[config.mk]
export PLATFORM = sky130hd
export DESIGN_NAME = seg_scan_capture_flat
export DESIGN_NICKNAME = d
export VERILOG_FILES = /design/src/rtl/seg_scan_capture_if.sv /design/src/rtl/seg_scan_capture.sv /design/src/flat_wrapper.sv
export SDC_FILE = /design/constraint.sdc
export NUM_CORES = 1
export LEC_CHECK = 0
export CAP_MARGIN = 40
export CORE_ASPECT_RATIO = 1.25
export CORE_MARGIN = 2
export CORE_UTILIZATION = 57
export CTS_CLUSTER_DIAMETER = 100
export DETAILED_ROUTE_END_ITERATION = 10
export GPL_ROUTABILITY_DRIVEN = 0
export HOLD_SLACK_MARGIN = 0.05
export PLACE_DENSITY = 0.82
export SLEW_MARGIN = 20
export SYNTH_ARGS = -nofsm -noshare
export SYNTH_HDL_FRONTEND = slang
export SYNTH_SLANG_ARGS = --single-unit
[constraint.sdc]
create_clock -name clk -period 7.4 [get_ports clk]
set_clock_uncertainty 0.1 [all_clocks]
set_input_delay 1.11 -clock clk [delete_from_list [all_inputs] [get_ports clk]]
set_output_delay 1.11 -clock clk [all_outputs]
set_load 0.005 [all_outputs]
[src/rtl/seg_scan_capture_if.sv]
// Bus between a 7-segment display scanner and the capture block that reads it back.
// The scanner side (master) drives the anode/segment/dp lines; the capture side
// (slave) returns the rebuilt frame plus status and debug visibility.
//
// Transfer semantics: there is no backpressure. frame_valid is a one-clk pulse;
// value, dp_out and frame_err change only on that clk and hold until the next
// pulse, so a consumer may sample them on the pulse or any time afterwards.
interface seg_scan_capture_if;
    logic [7:0]  an;
    logic [6:0]  seg;
    logic        dp;
    logic [31:0] value;
    logic [7:0]  dp_out;
    logic        frame_valid;
    logic        frame_err;
    logic        stale;
    logic [1:0]  state_dbg;
    logic [7:0]  mask_dbg;

    modport master (
        output an, seg, dp,
        input  value, dp_out, frame_valid, frame_err, stale, state_dbg, mask_dbg
    );

    modport slave (
        input  an, seg, dp,
        output value, dp_out, frame_valid, frame_err, stale, state_dbg, mask_dbg
    );
endinterface

[src/rtl/seg_scan_capture.sv]
// Reader for a multiplexed 8-digit 7-segment bus. Synchronizes the scanned lines,
// waits for each selected digit to settle, decodes the glyph to a hex nibble and
// assembles a 32-bit frame once all eight digits have been seen. Non-hex glyphs
// flag the frame; a scan that stops producing frames raises stale.
module seg_scan_capture #(
    parameter int SETTLE  = 4,
    parameter int TIMEOUT = 262144
) (
    input logic            clk,
    input logic            reset,
    seg_scan_capture_if.slave bus
);

    localparam int CW = $clog2(SETTLE + 1);
    localparam int TW = $clog2(TIMEOUT + 1);
    localparam logic [CW-1:0] CNT_ONE = CW'(1);
    localparam logic [CW-1:0] CNT_MAX = CW'(SETTLE);
    localparam logic [TW-1:0] TMO_MAX = TW'(TIMEOUT);

    typedef enum logic [1:0] {
        ST_IDLE    = 2'd0,
        ST_SETTLE  = 2'd1,
        ST_CAPTURE = 2'd2,
        ST_WAIT    = 2'd3
    } state_t;

    // Exactly one anode low selects a digit; blank or multi-select is ignored.
    function automatic logic is_legal(input logic [7:0] a);
        logic [7:0] sel;
        sel = ~a;
        return (sel != 8'h00) && ((sel & (sel - 8'd1)) == 8'h00);
    endfunction

    logic [7:0]  an_s1, an_s2, an_q;
    logic [6:0]  seg_s1, seg_s2, seg_q;
    logic        dp_s1, dp_s2, dp_q;

    state_t      state_q, state_d;
    logic [CW-1:0] cnt_q, cnt_d;
    logic        cap_en;
    logic        sample_changed;
    logic        an_changed;

    logic [3:0]  dec_nib;
    logic        dec_err;
    logic [2:0]  dec_idx;

    logic [2:0]  cap_idx;
    logic [3:0]  cap_nib;
    logic        cap_err;
    logic        cap_dp;

    logic [31:0] shadow_val;
    logic [7:0]  shadow_dp;
    logic [7:0]  mask_q;
    logic [7:0]  mask_set;
    logic        err_acc;
    logic        frame_done;

    logic [31:0] value_q;
    logic [7:0]  dp_out_q;
    logic        frame_valid_q;
    logic        frame_err_q;
    logic [TW-1:0] tmo_q;

    // Two-flop synchronizer plus one extra stage holding the previous sample.
    always_ff @(posedge clk or posedge reset) begin
        if (reset) begin
            an_s1  <= 8'hFF;
            an_s2  <= 8'hFF;
            an_q   <= 8'hFF;
            seg_s1 <= 7'h7F;
            seg_s2 <= 7'h7F;
            seg_q  <= 7'h7F;
            dp_s1  <= 1'b1;
            dp_s2  <= 1'b1;
            dp_q   <= 1'b1;
        end else begin
            an_s1  <= bus.an;
            an_s2  <= an_s1;
            an_q   <= an_s2;
            seg_s1 <= bus.seg;
            seg_s2 <= seg_s1;
            seg_q  <= seg_s2;
            dp_s1  <= bus.dp;
            dp_s2  <= dp_s1;
            dp_q   <= dp_s2;
        end
    end

    assign sample_changed = {an_s2, seg_s2, dp_s2} != {an_q, seg_q, dp_q};
    assign an_changed     = an_s2 != an_q;

    // Glyph decode and digit index of the previous (already compared) sample.
    always_comb begin
        dec_nib = 4'h0;
        dec_err = 1'b0;
        dec_idx = 3'd0;
        case (seg_q)
            7'h01: dec_nib = 4'h0;
            7'h4F: dec_nib = 4'h1;
            7'h12: dec_nib = 4'h2;
            7'h06: dec_nib = 4'h3;
            7'h4C: dec_nib = 4'h4;
            7'h24: dec_nib = 4'h5;
            7'h20: dec_nib = 4'h6;
            7'h0F: dec_nib = 4'h7;
            7'h00: dec_nib = 4'h8;
            7'h04: dec_nib = 4'h9;
            7'h08: dec_nib = 4'hA;
            7'h60: dec_nib = 4'hB;
            7'h31: dec_nib = 4'hC;
            7'h42: dec_nib = 4'hD;
            7'h30: dec_nib = 4'hE;
            7'h38: dec_nib = 4'hF;
            default: begin
                dec_nib = 4'h0;
                dec_err = 1'b1;
            end
        endcase
        for (int i = 0; i < 8; i++) begin
            if (!an_q[i]) dec_idx = 3'(i);
        end
    end

    // Capture FSM state and settle counter registers.
    always_ff @(posedge clk or posedge reset) begin
        if (reset) begin
            state_q <= ST_IDLE;
            cnt_q   <= '0;
        end else begin
            state_q <= state_d;
            cnt_q   <= cnt_d;
        end
    end

    // Next-state logic: settle on a stable digit, capture once, wait for the scan to move.
    always_comb begin
        state_d = state_q;
        cnt_d   = cnt_q;
        cap_en  = 1'b0;
        case (state_q)
            ST_IDLE: begin
                if (is_legal(an_s2)) begin
                    cnt_d   = CNT_ONE;
                    state_d = ST_SETTLE;
                end
            end
            ST_SETTLE: begin
                if (cnt_q == CNT_MAX) begin
                    state_d = ST_CAPTURE;
                end else if (sample_changed) begin
                    if (is_legal(an_s2)) cnt_d = CNT_ONE;
                    else                 state_d = ST_IDLE;
                end else begin
                    cnt_d = cnt_q + CNT_ONE;
                end
            end
            ST_CAPTURE: begin
                cap_en  = 1'b1;
                state_d = ST_WAIT;
            end
            ST_WAIT: begin
                if (an_changed) begin
                    if (is_legal(an_s2)) begin
                        cnt_d   = CNT_ONE;
                        state_d = ST_SETTLE;
                    end else begin
                        state_d = ST_IDLE;
                    end
                end
            end
            default: state_d = ST_IDLE;
        endcase
    end

    assign mask_set = mask_q | (8'h01 << cap_idx);

    // Frame assembly: latch the settled digit, write its slot, publish full frames.
    always_ff @(posedge clk or posedge reset) begin
        if (reset) begin
            cap_idx       <= 3'd0;
            cap_nib       <= 4'h0;
            cap_err       <= 1'b0;
            cap_dp        <= 1'b0;
            shadow_val    <= 32'h0;
            shadow_dp     <= 8'h00;
            mask_q        <= 8'h00;
            err_acc       <= 1'b0;
            frame_done    <= 1'b0;
            value_q       <= 32'h0;
            dp_out_q      <= 8'h00;
            frame_valid_q <= 1'b0;
            frame_err_q   <= 1'b0;
        end else begin
            frame_valid_q <= 1'b0;
            frame_done    <= 1'b0;
            // The previous sample was the last one proven stable, so it is what gets kept.
            if (state_q == ST_SETTLE && state_d == ST_CAPTURE) begin
                cap_idx <= dec_idx;
                cap_nib <= dec_nib;
                cap_err <= dec_err;
                cap_dp  <= ~dp_q;
            end
            if (cap_en) begin
                shadow_val[{cap_idx, 2'b00} +: 4] <= cap_nib;
                shadow_dp[cap_idx]                <= cap_dp;
                mask_q                            <= mask_set;
                err_acc                           <= err_acc | cap_err;
                frame_done                        <= (mask_set == 8'hFF);
            end
            if (frame_done) begin
                value_q       <= shadow_val;
                dp_out_q      <= shadow_dp;
                frame_err_q   <= err_acc;
                frame_valid_q <= 1'b1;
                mask_q        <= 8'h00;
                err_acc       <= 1'b0;
            end
        end
    end

    // Stall detector: saturating count of clks since the last published frame.
    always_ff @(posedge clk or posedge reset) begin
        if (reset) begin
            tmo_q <= '0;
        end else if (frame_done) begin
            tmo_q <= '0;
        end else if (tmo_q != TMO_MAX) begin
            tmo_q <= tmo_q + TW'(1);
        end
    end

    assign bus.value       = value_q;
    assign bus.dp_out      = dp_out_q;
    assign bus.frame_valid = frame_valid_q;
    assign bus.frame_err   = frame_err_q;
    assign bus.stale       = (tmo_q == TMO_MAX);
    assign bus.state_dbg   = state_q;
    assign bus.mask_dbg    = mask_q;

endmodule

[src/flat_wrapper.sv]
// flat-port wrapper written by rule: the top's interface ports become plain ports
module seg_scan_capture_flat 
#(
    parameter int SETTLE  = 4,
    parameter int TIMEOUT = 262144
)
  (clk, reset, bus_an, bus_seg, bus_dp, bus_value, bus_dp_out, bus_frame_valid, bus_frame_err, bus_stale, bus_state_dbg, bus_mask_dbg);
  seg_scan_capture_if bus_i ();
  input logic clk;
  input logic reset;
  input wire logic [$bits(bus_i.an)-1:0] bus_an;
  input wire logic [$bits(bus_i.seg)-1:0] bus_seg;
  input wire logic [$bits(bus_i.dp)-1:0] bus_dp;
  output wire logic [$bits(bus_i.value)-1:0] bus_value;
  output wire logic [$bits(bus_i.dp_out)-1:0] bus_dp_out;
  output wire logic [$bits(bus_i.frame_valid)-1:0] bus_frame_valid;
  output wire logic [$bits(bus_i.frame_err)-1:0] bus_frame_err;
  output wire logic [$bits(bus_i.stale)-1:0] bus_stale;
  output wire logic [$bits(bus_i.state_dbg)-1:0] bus_state_dbg;
  output wire logic [$bits(bus_i.mask_dbg)-1:0] bus_mask_dbg;
  assign bus_i.an = bus_an;
  assign bus_i.seg = bus_seg;
  assign bus_i.dp = bus_dp;
  assign bus_value = bus_i.value;
  assign bus_dp_out = bus_i.dp_out;
  assign bus_frame_valid = bus_i.frame_valid;
  assign bus_frame_err = bus_i.frame_err;
  assign bus_stale = bus_i.stale;
  assign bus_state_dbg = bus_i.state_dbg;
  assign bus_mask_dbg = bus_i.mask_dbg;
  seg_scan_capture #(.SETTLE(SETTLE), .TIMEOUT(TIMEOUT)) u_core (.clk(clk), .reset(reset), .bus(bus_i));
endmodule
==> results.md, run 1 <==
- Pint: 1.44 mW
- Switching part of the total power: 0.235
- EDFF count, synth: 0
- Max_slew headroom: 0.548
- Post-synth cell types: 57
- Endpoints failing setup: 0
- DRT Pass-1 Iters: 5
- RSZ-0062 raised after global routing: no
- Clk pwr share: 0.441
- Multi-input logic area: about 0.0026 mm²
- Worst-margin pin slew: 678 ps
- TritonCTS clock tree: built
- P_sw: 0.441 mW
- Clk Latency, worst-skew pair: between 400 and 500 ps
- Initial core utilization: 0.586
- Clock sinks: 173
- Leading area contributor after synthesis: dfrtp_1
- Die height: between 100 and 150 µm
- Ys async rst share: 1.00
- Most frequent cells after synthesis: dfrtp_1, mux2_2, dfstp_2, nor2_1, nand2_1
- Vias: 4613
- Die area: 0.0134 mm²
- CP Capture Type: output pin
- Largest net degree at the start of global routing: 102
- Die Wd: roughly 100 µm
- Top-area cell type share of the netlist area: 0.439
- H-tree Lvls: 4
- Initial antenna violation count: 0
- Cts bufs inserted: 17
- Mapped Nets: 580
- Pleak: between 3 and 4 nW
- CP Max Fanout: 5
- TNS Setup: 0 ps
- R2r setup slk: 4860 ps
- Ratio of cells with drive above 1 in the final layout: 0.278
- Count leader, synth: dfrtp_1
- Post-route clock period utilization: 0.488
- ANT cells: 0
- CP max stage cell: clkdlybuf4s50_1
- Worst vdd ir: 0.000196 V
- CTS Hold Buffers Added: 0
- Post-Route WL: around 14000 µm
- CP required: between 6000 and 7000 ps
- Status: finished, final reports clean
- Bufs and invs on worst path: 2
- Synth Cell Area: 0.00713 mm²
- Main flop type after synthesis: dfrtp_1
- Vias in the first global route: around 4800
- Synth Register Bits: 173
- Gate power share: 0.032
- Warnings, synthesis: 0
- Antenna-violating nets left: 0
- Inst Count DP: 767
- Post-Syn Area per Cell: between 10 and 15 µm²
- GR Util All Layers: 0.219
- Worst setup SP type: flip-flop
- Post-cts repair resize count: 0
- Vias/cell: 5.76
- Residual DRC: 0
- Worst min path class: reg2reg
- I/O pin total: just over 70
- Cell family with most CP delay: simple AND/OR/NAND/NOR gates
- Final std cells w/o fill: around 800
- Rows: between 40 and 50
- Power per cell area: 220 mW/mm²
- Remaining global-route overflow: 0
- Post-DR wirelength/cell: around 17 µm
- Clk slew on worst S/H paths: 60 ps
- Detailed placement HPWL: 9340 µm
- Max-cap violations: 0
- Reg power frac: 0.527
- Initial DRC count: 211
- PortBufs: 70
- Setup repair bufs after CTS: 0
- Critical Path AT: 2400 ps
- CORE AREA: 0.0122 mm²
- Mapped Cells: between 500 and 600
- Fill cells: 852
- Sequential area share after synthesis: 0.616
- Ordered cell list for the critical path: inv_1 -> ha_1 -> nor4b_1 -> nand4_1 -> nor2_1 -> clkdlybuf4s50_1
- Area Growth Syn to Fin: 19.9%
- Root buf cell: clkbuf_16
- Final Hold Fails: 0
- First-pass GRT wire length: 23100 µm
- WS Path Type: reg2out
- Fmax: 277 MHz
- Min cycle time layout: 3610 ps
- Layout net count: 652
- Area contributors post-synth: dfrtp_1, dfstp_2, mux2_2
- Critical path's largest stage delay: about 570 ps
- Slew Limit Fails: 0
- CTS Buffer Depth: 2
- FF/Latch Area: approximately 0.0044 mm²
flip-flops by register name, indices dropped and copies added (netlist names), 8 cells and up:
register and flops:
u_core.an_s1 8, u_core.bus.mask_dbg 8, u_core.shadow_val 32, u_core.an_q 8, u_core.bus.dp_out 8, u_core.an_s2 8, u_core.tmo_q 19, u_core.bus.value 32
u_core.shadow_dp 8
stage by stage:
step / area [µm²] / util / worst slack (ps) / total power, mW / hold WS [ps]
after floorplan: 7130 / - / 1580 / 1.04 / 245
after global placement: 7950 / 0.654 / 4130 / 1.06 / 245
after detailed placement: 7950 / 0.654 / 4040 / 1.06 / 247
after CTS: 8500 / 0.699 / 3790 / 1.89 / 256
after global routing: 8550 / 0.703 / 3690 / 1.95 / 259
final: 8550 / 0.703 / 3790 / 1.88 / 255
metal layers:
layer	track usage	wire length [µm]
met5	0	0
met1	0.254	5590
met4	0.0938	286
met3	0.0513	509
met2	0.393	7420
cells in the final DEF, fill, tap and decap left out, types with 3 or more instances in the layout:
cell type | synthesis | final
mux2_2 | 82 | 82
dfstp_2 | 48 | 48
inv_6 | 0 | 7
and3_1 | 4 | 4
or4_1 | 3 | 3
nor4b_1 | 3 | 3
dfrtp_1 | 125 | 124
inv_4 | 0 | 3
o21ai_0 | 19 | 19
clkbuf_16 | 0 | 17
clkinv_4 | 0 | 4
a21o_1 | 3 | 3
inv_1 | 13 | 12
nor3_1 | 10 | 10
clkdlybuf4s50_1 | 0 | 70
o211ai_1 | 3 | 3
nor4_1 | 6 | 6
xor2_1 | 7 | 7
nor2b_1 | 3 | 3
a21oi_1 | 21 | 21
nand2_1 | 24 | 24
or3_1 | 5 | 5
nand4_1 | 12 | 12
nor3b_1 | 5 | 5
nand3_1 | 22 | 22
nand2b_1 | 5 | 5
xnor2_1 | 23 | 23
a31oi_1 | 6 | 6
nor2_1 | 33 | 33
ha_1 | 10 | 10
final cells by class:
class	count	area share
Clock buffer	17	0.0497
Multi-Input combinational cell	345	0.303
Sequential cell	173	0.513
Timing Repair Buffer	74	0.0892
Tap cell	164	0.0240
Inverter	13	0.00629
Clock inverter	15	0.0146
kinds of logic after synthesis:
kind of cell | share of synthesized area
xor+xnor | 0.0368
simple gates | 0.120
fa+ha+maj | 0.0190
compound gates | 0.0563
flops | 0.616
buf+inv | 0.0214
mux | 0.131
path summary, 6_finish.rpt:
check,start,to,depth (start not counted)
worst min register to register,u_core.an_s1[6]$_DFF_PP1_,u_core.an_s2[6]$_DFF_PP1_,0
worst min-delay path,u_core.an_s1[6]$_DFF_PP1_,u_core.an_s2[6]$_DFF_PP1_,0
max in group asynchronous,reset,u_core.an_s2[2]$_DFF_PP1_,4
min in group asynchronous,reset,u_core.bus.dp_out[1]$_DFFE_PP0P_,2
worst max register to register,u_core.cap_idx[0]$_DFFE_PP0P_,u_core.shadow_val[10]$_DFFE_PP0P_,6
worst max-delay path,u_core.tmo_q[0]$_DFFE_PP0P_,bus_stale,6
power groups by stage:
stage               registers, mW  clock network [mW]  logic, mW
floorplan                   0.998                   0     0.0423
global placement             1.00                   0     0.0543
detailed placement           1.01                   0     0.0581
CTS                         0.990               0.844     0.0587
global route                0.993               0.885     0.0694
finish                      0.990               0.830     0.0603
Power figures use the tool's default switching activity.
==> inputs of run 2 (changes only) <==
- clock period: 7.4 -> 3.6 ns (I/O delays scaled with it)
==> results.md, run 2 (synthesis gave the netlist of run 1 again) <==
- Clk slew on worst S/H paths: 60 ps
- Detailed placement HPWL: 9520 µm
- Ordered cell list for the critical path: inv_1 -> ha_1 -> nor4b_1 -> nand4_1 -> nor2_1 -> clkdlybuf4s50_1
- Worst Setup EP: bus_stale
- Vias: ~4700
- Clk Latency, worst-skew pair: about 430 ps
- Worst-margin pin slew: between 500 and 600 ps
- Post-route clock period utilization: 0.812
- PortBufs: 70
- Clock sinks: ~170
- Remaining global-route overflow: 0
- Largest net degree at the start of global routing: 49
- Area Growth Syn to Fin: 20.0%
- CP max stage cell: clkdlybuf4s50_1
- CP Capture Type: output pin
- Vias/cell: 5.80
- Endpoints failing setup: 0
- Cell count along the critical path: 6
- GR Util met1: 0.249
- Pleak: between 3 and 4 nW
- Initial core utilization: 0.586
- Worst setup SP type: flip-flop
- GRT met3 Usage: 0.0498
- TNS Setup: 0 ps
- Fill cells: approximately 850
- Post-Route WL: about 14000 µm
- Bufs and invs on worst path: 2
- Total power: roughly 3.9 mW
- Cts bufs inserted: 17
- Antenna-violating nets left: 0
- Cell family with most CP delay: buffers and inverters
- Commonest non-fill, non-tap cells in the layout: dfrtp_1, mux2_2, clkdlybuf4s50_1
- Rows: 45
- RR Endpoint: u_core.shadow_val[8]$_DFFE_PP0P_
- PnR worst setup slack: 678 ps
- Reg2reg path depth: 6
- Root buf cell: clkbuf_16
- Setup repair bufs after CTS: 0
- Hold Slack: between 200 and 300 ps
- ANT cells: 0
- H-tree Lvls: 4
- CP required: approximately 3000 ps
- Pre-CTS WS: 1110 ps
- Min cycle time layout: 2920 ps
- Worst vdd ir: approximately 0.00036 V
- RSZ-0062 raised after global routing: no
- Post-cts repair resize count: 0
- Residual DRC: 0
- WS Path Type: reg2out
- Post-DR wirelength/cell: 17.4 µm
- Initial antenna violation count: 0
- CTS Hold Buffers Added: 0
- Multi-input logic area: 0.00259 mm²
- R2r setup slk: 1170 ps
- Worst min path class: reg2reg
- Layer with the highest usage: met2
- CTS Buffer Depth: 2
- Status: finished, final reports clean
- Critical path's largest stage delay: 560 ps
- Max_slew headroom: 0.605
- Critical Path AT: 2280 ps
- DRT Pass-1 Iters: 5
- CORE AREA: 0.0122 mm²
- Fmax: 342 MHz
- Commonest non-fill, non-tap cell in the layout: dfrtp_1
- Max-cap violations: 0
- FF/Latch Area: 0.00439 mm²
- Initial DRC count: 210
- Vias in the first global route: between 4000 and 5000
- Power per cell area: 453 mW/mm²
- GR Util All Layers: 0.222
- I/O pin total: 71
- Layout net count: 654
- Die height: 129 µm
- Beginning of the critical path: u_core.tmo_q[0]$_DFFE_PP0P_
- Die area: around 0.013 mm²
- TritonCTS clock tree: built
- First-pass GRT wire length: 23300 µm
- Slew Limit Fails: 0
- CP Max Fanout: 5
- Die Wd: 104 µm
- Ratio of cells with drive above 1 in the final layout: 0.272
- Worst r2r src: u_core.cap_idx[0]$_DFFE_PP0P_
- Met2 usage: 0.409
- Final Hold Fails: 0
run 2: metrics by stage:
stage / instances / cell area, µm² / utilization
after floorplan: 552 / 7130 / -
after detailed placement: 771 / 8000 / 0.657
after CTS: 803 / 8550 / 0.703
after global placement: 770 / 7980 / 0.656
after global routing: 803 / 8550 / 0.703
final: 803 / 8550 / 0.703
run 2: routing by layer:
layer / vias up / part of all wire
met3: 28 / 0.047
li1: 2108 / -
met5: - / 0
met1: 2367 / 0.38
met4: 0 / 0.023
met2: 153 / 0.55
run 2: cell type report:
cell class | count | share of cell area
flip-flops and latches | 173 | 0.513
clock buffers | 25 | 0.0581
multi-input cells | 345 | 0.303
inverters | 13 | 0.00614
well taps | 164 | 0.0240
repair buffers | 76 | 0.0886
clock inverters | 7 | 0.00717
run 2: worst register-to-register path, delay by kind of cell, from the launching register on:
family                   cells  cell delay, ps
adder cells (fa/ha/maj)      2             600
flip-flops                   1             570
AND/OR/NAND/NOR              2             530
multiplexers                 1             400
buffers and inverters        1             120
run 2: where the power goes:
| group | internal [mW] | switching (mW) | total [mW] |
|---|---|---|---|
| Combinational | 0.0507 | 0.0694 | 0.120 |
| Sequential | 2.00 | 0.0360 | 2.04 |
| Clock | 1.02 | 0.698 | 1.72 |
run 2: worst min path at each step:
stage / start / endpoint / cells past startpoint
3_3_place_gp: u_core.an_s1[6]$_DFF_PP1_ / u_core.an_s2[6]$_DFF_PP1_ / 0
4_1_cts: u_core.an_s1[0]$_DFF_PP1_ / u_core.an_s2[0]$_DFF_PP1_ / 0
3_5_place_dp: u_core.an_s1[0]$_DFF_PP1_ / u_core.an_s2[0]$_DFF_PP1_ / 0
5_1_grt: u_core.seg_s1[1]$_DFF_PP1_ / u_core.seg_s2[1]$_DFF_PP1_ / 0
6_report: u_core.seg_s1[1]$_DFF_PP1_ / u_core.seg_s2[1]$_DFF_PP1_ / 0
2_1_floorplan: u_core.an_s1[0]$_DFF_PP1_ / u_core.an_s2[0]$_DFF_PP1_ / 0
==> inputs of run 3 (changes only) <==
- clock period: 3.6 -> 3.1 ns (I/O delays scaled with it)
==> results.md, run 3 (synthesis gave the netlist of run 1 again) <==
- Status: finished, final reports clean
- DRT Pass-1 Iters: 5
- Remaining global-route overflow: 0
- PortBufs: 70
- CTS Buffer Depth: 2
- Hold Slack: 250 ps
- Residual DRC: 0
- CP Capture Type: output pin
- I/O pin total: 71
- Worst min path class: reg2reg
- Vias: 4615
- RR Endpoint: u_core.shadow_val[31]$_DFFE_PP0P_
- Reg2reg path depth: 5
- Largest net degree at the start of global routing: 59
- Post-Route WL: approximately 14000 µm
- Root buf cell: clkbuf_16
- Detailed placement HPWL: a little over 9000 µm
- PnR worst setup slack: 184 ps
- RSZ-0062 raised after global routing: no
- Fmax: 343 MHz
- Worst r2r src: u_core.cap_idx[0]$_DFFE_PP0P_
- Post-route clock period utilization: 0.941
- CTS Hold Buffers Added: 0
- Initial DRC count: 207
- Area Growth Syn to Fin: 20.1%
- Die height: 129 µm
- GR Util All Layers: 0.217
- Rows: 45
- Critical Path AT: 2350 ps
- Initial antenna violation count: 0
- Critical path's largest stage delay: 570 ps
- Hold Path End: u_core.an_s2[3]$_DFF_PP1_
- Ordered cell list for the critical path: inv_1 -> ha_1 -> nor4b_1 -> nand4_1 -> nor2_1 -> clkdlybuf4s50_1
- R2r setup slk: 640 ps
- Antenna-violating nets left: 0
- Worst vdd ir: 0.000532 V
- Worst-margin pin slew: approximately 780 ps
- Inst Count DP: 771
- Commonest non-fill, non-tap cells in the layout: dfrtp_1, mux2_2, clkdlybuf4s50_1
- TritonCTS clock tree: built
- CP Max Fanout: 5
- Cell family with most CP delay: buffers and inverters
- TNS Setup: 0 ps
- WS Path Type: reg2out
- H-tree Lvls: 4
- Final Hold Fails: 0
- CORE AREA: 0.0122 mm²
- Commonest non-fill, non-tap cell in the layout: dfrtp_1
- Fill cells: 831
- ANT cells: 0
- Die Wd: 104 µm
- Pleak: 3.78 nW
- Layout net count: 654
- Pre-CTS WS: 648 ps
- Max-cap violations: 0
- CP required: 2530 ps
- Vias in the first global route: between 4000 and 5000
- Max_slew headroom: 0.483
- Initial core utilization: 0.586
- Worst setup SP type: flip-flop
- Setup repair bufs after CTS: 0
- Post-cts repair resize count: 0
- Clk Latency, worst-skew pair: roughly 420 ps
- Power per cell area: 523 mW/mm²
- Bufs and invs on worst path: 2
- CP max stage cell: clkdlybuf4s50_1
- Endpoints failing setup: 0
- Min cycle time layout: 2920 ps
- Hold depth: 0
- First-pass GRT wire length: 22800 µm
- Vias/cell: 5.75
- Die area: 0.0134 mm²
- Slew Limit Fails: 0
- Post-DR wirelength/cell: 16.8 µm
- Cell count along the critical path: 6
- Clock sinks: around 170
- Cts bufs inserted: 17
- Clk slew on worst S/H paths: 60 ps
- Hold Crit Start: u_core.an_s1[3]$_DFF_PP1_
- Ratio of cells with drive above 1 in the final layout: 0.275
- Final std cells w/o fill: 803
-- run 3: cell types whose count changed in the layout (fill, tap and decap cells not counted), sizes merged --
cell      delta
clkinvlp     +4
clkbuf       -4
-- run 3: metal layers --
metal	up-vias	track usage	share of wire
li1	2119	-	-
met1	2320	0.250	0.40
met2	147	0.390	0.54
met3	29	0.0498	0.041
met4	0	0.0970	0.020
met5	-	0	0
-- run 3: layout make-up --
cell class | instances | area (µm²) | area share
timing repair buffer | 76 | 771 | 0.0900
tap | 164 | 205 | 0.0240
clock inverter | 11 | 92.6 | 0.0108
multi-input combinational | 345 | 2590 | 0.302
clock buffer | 21 | 460 | 0.0538
sequential | 173 | 4390 | 0.513
inverter | 13 | 52.6 | 0.00614
-- run 3: stage by stage --
stage / utilization / total power [mW] / cell area, µm²
after floorplan: - / 2.48 / 7130
after global placement: 0.658 / 2.53 / 8010
after detailed placement: 0.658 / 2.55 / 8010
after CTS: 0.704 / 4.51 / 8560
after global routing: 0.704 / 4.64 / 8560
final: 0.704 / 4.48 / 8560
-- run 3: worst max-delay path by stage --
stage | start | endpoint
after detailed placement | u_core.tmo_q[0]$_DFFE_PP0P_ | bus_stale
after global placement | u_core.tmo_q[0]$_DFFE_PP0P_ | bus_stale
after CTS | u_core.tmo_q[0]$_DFFE_PP0P_ | bus_stale
after global routing | u_core.tmo_q[0]$_DFFE_PP0P_ | bus_stale
final | u_core.tmo_q[0]$_DFFE_PP0P_ | bus_stale
after floorplan | reset | u_core.bus.dp_out[0]$_DFFE_PP0P_
-- run 3: report_power, final --
group          switching, mW  internal [mW]  total [mW]  leakage [nW]
Sequential            0.0434           2.32        2.37          2.23
Clock                  0.827           1.14        1.97         0.263
Combinational         0.0805         0.0623       0.143          1.29
